--- config.mk ---
export PLATFORM = sky130hd
export DESIGN_NAME = decode_3_to_8
export DESIGN_NICKNAME = d
export VERILOG_FILES = /design/src/rtl/decode_pkg.sv /design/src/rtl/decode_2_to_4.sv /design/src/rtl/decode_3_to_8.sv
export SDC_FILE = /design/constraint.sdc
export NUM_CORES = 1
export LEC_CHECK = 0
export BUFFER_PORTS_ARGS = -buffer_cell sky130_fd_sc_hd__buf_4
export CAP_MARGIN = 20
export CORE_AREA = 2 2 39 41
export DETAILED_ROUTE_END_ITERATION = 16
export DIE_AREA = 0 0 41 43
export PLACE_DENSITY = 0.45
export RECOVER_POWER = 100
export SYNTH_ARGS = -nofsm -noshare
export SYNTH_HDL_FRONTEND = slang
export SYNTH_HIERARCHICAL = 1
export SYNTH_SLANG_ARGS = --single-unit
--- constraint.sdc ---
create_clock -name CLK -period 0.95 [get_ports CLK]
set_clock_uncertainty 0.15 [all_clocks]
set_input_delay 0.0475 -clock CLK [delete_from_list [all_inputs] [get_ports CLK]]
set_output_delay 0.0475 -clock CLK [all_outputs]
set_load 0.02 [all_outputs]
--- src/rtl/decode_pkg.sv ---
// Shared widths, types and the reference one-hot function for the decoder family.
// Latency: none (types and a pure function only).
// Backpressure: not applicable.
package decode_pkg;

  localparam int SEL_W    = 3;
  localparam int ONEHOT_W = 8;

  typedef logic [SEL_W-1:0]    sel_t;
  typedef logic [ONEHOT_W-1:0] onehot_t;

  // Binary select to one-hot: bit k set when sel == k.
  function automatic onehot_t onehot_fn(input sel_t sel);
    onehot_t result;
    result = onehot_t'(1) << sel;
    return result;
  endfunction

endpackage

--- src/rtl/decode_2_to_4.sv ---
// Combinational 2-to-4 one-hot decoder with enable; leaf of larger decode trees.
// Latency: 0 cycles (purely combinational).
// Backpressure: none; output follows inputs directly.
module decode_2_to_4 (
  input  logic [1:0] IN,
  input  logic       ENABLE,
  output logic [3:0] OUT
);

  // Gate the shifted one-hot with ENABLE so a disabled leaf contributes no bits.
  always_comb begin
    OUT = 4'h0;
    if (ENABLE) begin
      OUT = 4'b0001 << IN;
    end
  end

endmodule

--- src/rtl/decode_3_to_8.sv ---
// Registered 3-to-8 one-hot decoder with enable, built from two 2-to-4 leaves.
// Latency: 1 cycle from IN/ENABLE to OUT; synchronous active-high RESET loads RESET_OUT.
// Backpressure: none. Build option DECODE_HOLD_EN makes ENABLE=0 hold OUT instead of clearing it.
module decode_3_to_8
  import decode_pkg::*;
#(
  parameter onehot_t RESET_OUT = 8'h00
) (
  input  logic          CLK,
  input  logic          RESET,
  input  logic [2:0]    IN,
  input  logic          ENABLE,
  output logic [7:0]    OUT
);

  // RESET_OUT must keep OUT at most one-hot, otherwise downstream write selects collide.
  if ($countones(RESET_OUT) > 1) begin : g_bad_reset_out
    $error("RESET_OUT must be zero or one-hot");
  end

  logic       en_lo;
  logic       en_hi;
  logic [3:0] lo4;
  logic [3:0] hi4;
  onehot_t    dec_d;

  // IN[2] steers ENABLE to exactly one of the two leaves, so at most one leaf drives a bit.
  always_comb begin
    en_lo = ENABLE & ~IN[2];
    en_hi = ENABLE &  IN[2];
  end

  decode_2_to_4 u_dec_lo (
    .IN     (IN[1:0]),
    .ENABLE (en_lo),
    .OUT    (lo4)
  );

  decode_2_to_4 u_dec_hi (
    .IN     (IN[1:0]),
    .ENABLE (en_hi),
    .OUT    (hi4)
  );

  // Upper leaf covers selects 4..7, lower leaf 0..3.
  always_comb begin
    dec_d = {hi4, lo4};
  end

  // Output register: reset wins over ENABLE; with hold enabled, ENABLE acts as a clock enable.
  always_ff @(posedge CLK) begin
    if (RESET) begin
      OUT <= RESET_OUT;
`ifdef DECODE_HOLD_EN
    end else if (ENABLE) begin
      OUT <= dec_d;
`else
    end else begin
      // dec_d is already all-zero when ENABLE=0 because both leaves are gated.
      OUT <= dec_d;
`endif
    end
  end

endmodule

==> impl_metrics.env <==
export IMPL_synth_simple_gate_area_share_pct=46.2
export IMPL_maxSlewHeadroom_pct=86.7
export IMPL_biggest_registers_after_layout="OUT (8)"
export IMPL_cell_family_with_the_largest_share_of_critical_path_delay="flip-flops"
export IMPL_fin_crit_ns=0.902
export IMPL_most_frequent_cells_in_the_layout="sky130_fd_sc_hd__nor2b_1 (9), sky130_fd_sc_hd__dfxtp_1 (8), sky130_fd_sc_hd__buf_4 (7)"
export IMPL_tightestPinTransition_ns=0.198
export IMPL_maximum_clock_path_buffer_count=2
export IMPL_ctsRootBufferMaster="sky130_fd_sc_hd__clkbuf_4"
export IMPL_gr_max_usage_layer="met4"
export IMPL_floorplan_initialDensity_pct=21.5
export IMPL_critical_path_required_ns=0.75
export IMPL_synth_top_family_by_area="simple AND/OR/NAND/NOR gates"
export IMPL_place_congestion=0.663
export IMPL_final_instance_count_excl_fill=59
export IMPL_routed_via_density=3.76
export IMPL_global_route_wire_length_before_repair_microns=745
export IMPL_fin_crit_sh_pct=95.0
export IMPL_yosys_area_share_xor_xnor_pct=0
export IMPL_ant_nets=0
export IMPL_grt_pass1_vias=197
export IMPL_post_dp_cell_area_sq_um=415
export IMPL_globalRouteMet2Util_pct=8.44
export IMPL_floorplan_die_area_sq_um=1760
export IMPL_power_ir_vdd_worst_v=0.000265
export IMPL_post_layout_total_power_uw=643
export IMPL_worst_setup_path_start_kind="register"
export IMPL_post_route_drc_count=0
export IMPL_proportion_of_synthesized_chip_area_in_sequential_cells_pct=53.8
export IMPL_complex_gate_fraction_of_the_synthesized_area_pct=0
export IMPL_pin_count_of_the_biggest_net_entering_global_routing=9
export IMPL_maxCapViolations=0
export IMPL_global_routing_usage_on_met3_pct=1.57
export IMPL_timing_final_setup_violations=0
export IMPL_mappedNetlistArea_sq_um=298
export IMPL_final_common_cell="sky130_fd_sc_hd__nor2b_1"
export IMPL_final_area_sq_um=433
export IMPL_detailedRoute_firstPassIterationCount=1
export IMPL_yosys_warnings=6
export IMPL_cts_tree="built"
export IMPL_clock_sinks=8
export IMPL_std_cell_rows=14
export IMPL_routed_via_count=222
export IMPL_slew_violations=0
export IMPL_dp_hpwl_microns=402
export IMPL_fp_dieH_microns=43
export IMPL_drt_initial_drc_count=0
export IMPL_synth_adder_area_share_pct=0
export IMPL_total_power_per_unit_cell_area_nw_per_um2=1480
export IMPL_worstSetupEndpointType="output port"
export IMPL_hold_slack_ns=-0.0171
export IMPL_synth_area_mux_share_pct=0
export IMPL_crit_type="reg2out"
export IMPL_path_buf_inv=1
export IMPL_placed_cells_incl_taps=55
export IMPL_tns_ns=0
export IMPL_boundaryPins=14
export IMPL_clkTransAtPathRegs_ns=0.05
export IMPL_antenna_diode_count=0
export IMPL_synthCells=26
export IMPL_timing_hold_violations_final=2
export IMPL_failed_checks="hold timing"
export IMPL_status="complete, but fails checks"
export IMPL_grt_util_all_layers_pct=6.84
export IMPL_min_path_type="in2reg"
export IMPL_wire_per_inst_microns=8.08
export IMPL_critical_path_slowest_cell="sky130_fd_sc_hd__dfxtp_1"
export IMPL_overflow_after_grt=0
export IMPL_chipWidth_microns=41
export IMPL_grt_util_met1_pct=7.44
export IMPL_postRouteWirelength_microns=477
export IMPL_largest_register_ffs=8
export IMPL_fillers=156
export IMPL_synth_fp_nets=32
export IMPL_final_nets=51
export IMPL_floorplan_core_area_sq_um=1380
export IMPL_antenna_violations_before_repair=0
export IMPL_post_cts_setup_buffer_count=0
export IMPL_cp_data_arrival_time_ns=0.70
export IMPL_crit_chain="clkbuf_2"
export IMPL_post_cts_hold_buffer_count=1
export IMPL_crit_fanout=1
export IMPL_regMostFlops="OUT"
export IMPL_htreeDepth=1
export IMPL_total_of_flip_flops_plus_latches_after_synthesis=8
export IMPL_cts_made_buffers=3
export IMPL_final_layout_size_suffix_gt1_share_pct=46.5
export IMPL_area_growth_pct=45.4
export IMPL_cellLeakagePower_uw=0.000213
export IMPL_io_buffers=13
export IMPL_ys_types=6
export IMPL_cts_resized=0
export IMPL_worst_path_largest_cell_delay_ns=0.31
export IMPL_postSynthAreaPerCell_sq_um=11.5
export IMPL_setup_repair_after_global_routing_missed_its_margin="no"
export IMPL_max_clock_freq_ghz=1.11
## where the power goes
part / internal, uW / total, uW / switching (uW)
registers: 342 / 344 / 1.31
clock network: 143 / 236 / 93.5
logic: 33.3 / 62.5 / 29.2
## routing by layer
metal	wire length [microns]	share of wire [%]
met1	183	38
met5	0	0
met4	0	0
met3	64	13
met2	229	48
## through the flow
stage | hold slack (ns) | utilization, % | worst slack (ns)
after floorplan | -0.0309 | - | 0.184
after global placement | 0.122 | 30.0 | 0.0349
after detailed placement | 0.123 | 30.0 | 0.0145
after CTS | -0.0295 | 32.4 | 0.0521
after global routing | -0.00813 | 31.3 | 0.0223
final | -0.0171 | 31.3 | 0.0475
## final cells by class
cell class	instances	area, sq um	share of cell area (%)
Multi-Input combinational cell	18	138	31.8
Tap cell	16	20.0	4.62
Sequential cell	8	160	37.0
Timing Repair Buffer	14	92.6	21.4
Clock buffer	3	22.5	5.20
## path summary, 6_finish.rpt
path | startpoint | endpoint | slack, ns | cells after the start
max | OUT[6] | OUT[6] | 0.05 | 1
min | IN[1] | OUT[0] | -0.02 | 3
## cells by family (layout without fill, tap and decap cells)
family / Yosys count / count (layout)
buf+inv: 0 / 17
simple gates: 18 / 18
flops: 8 / 8
## synthesized netlist by cell type
master	number	share of area, %
sky130_fd_sc_hd__dfxtp_1	8	54
sky130_fd_sc_hd__nor3b_2	2	8.4
sky130_fd_sc_hd__and2_1	1	2.1
sky130_fd_sc_hd__and3_2	2	5.0
sky130_fd_sc_hd__and3b_1	4	12
sky130_fd_sc_hd__nor2b_1	9	19
No activity file was read; power rests on OpenSTA's default activity.
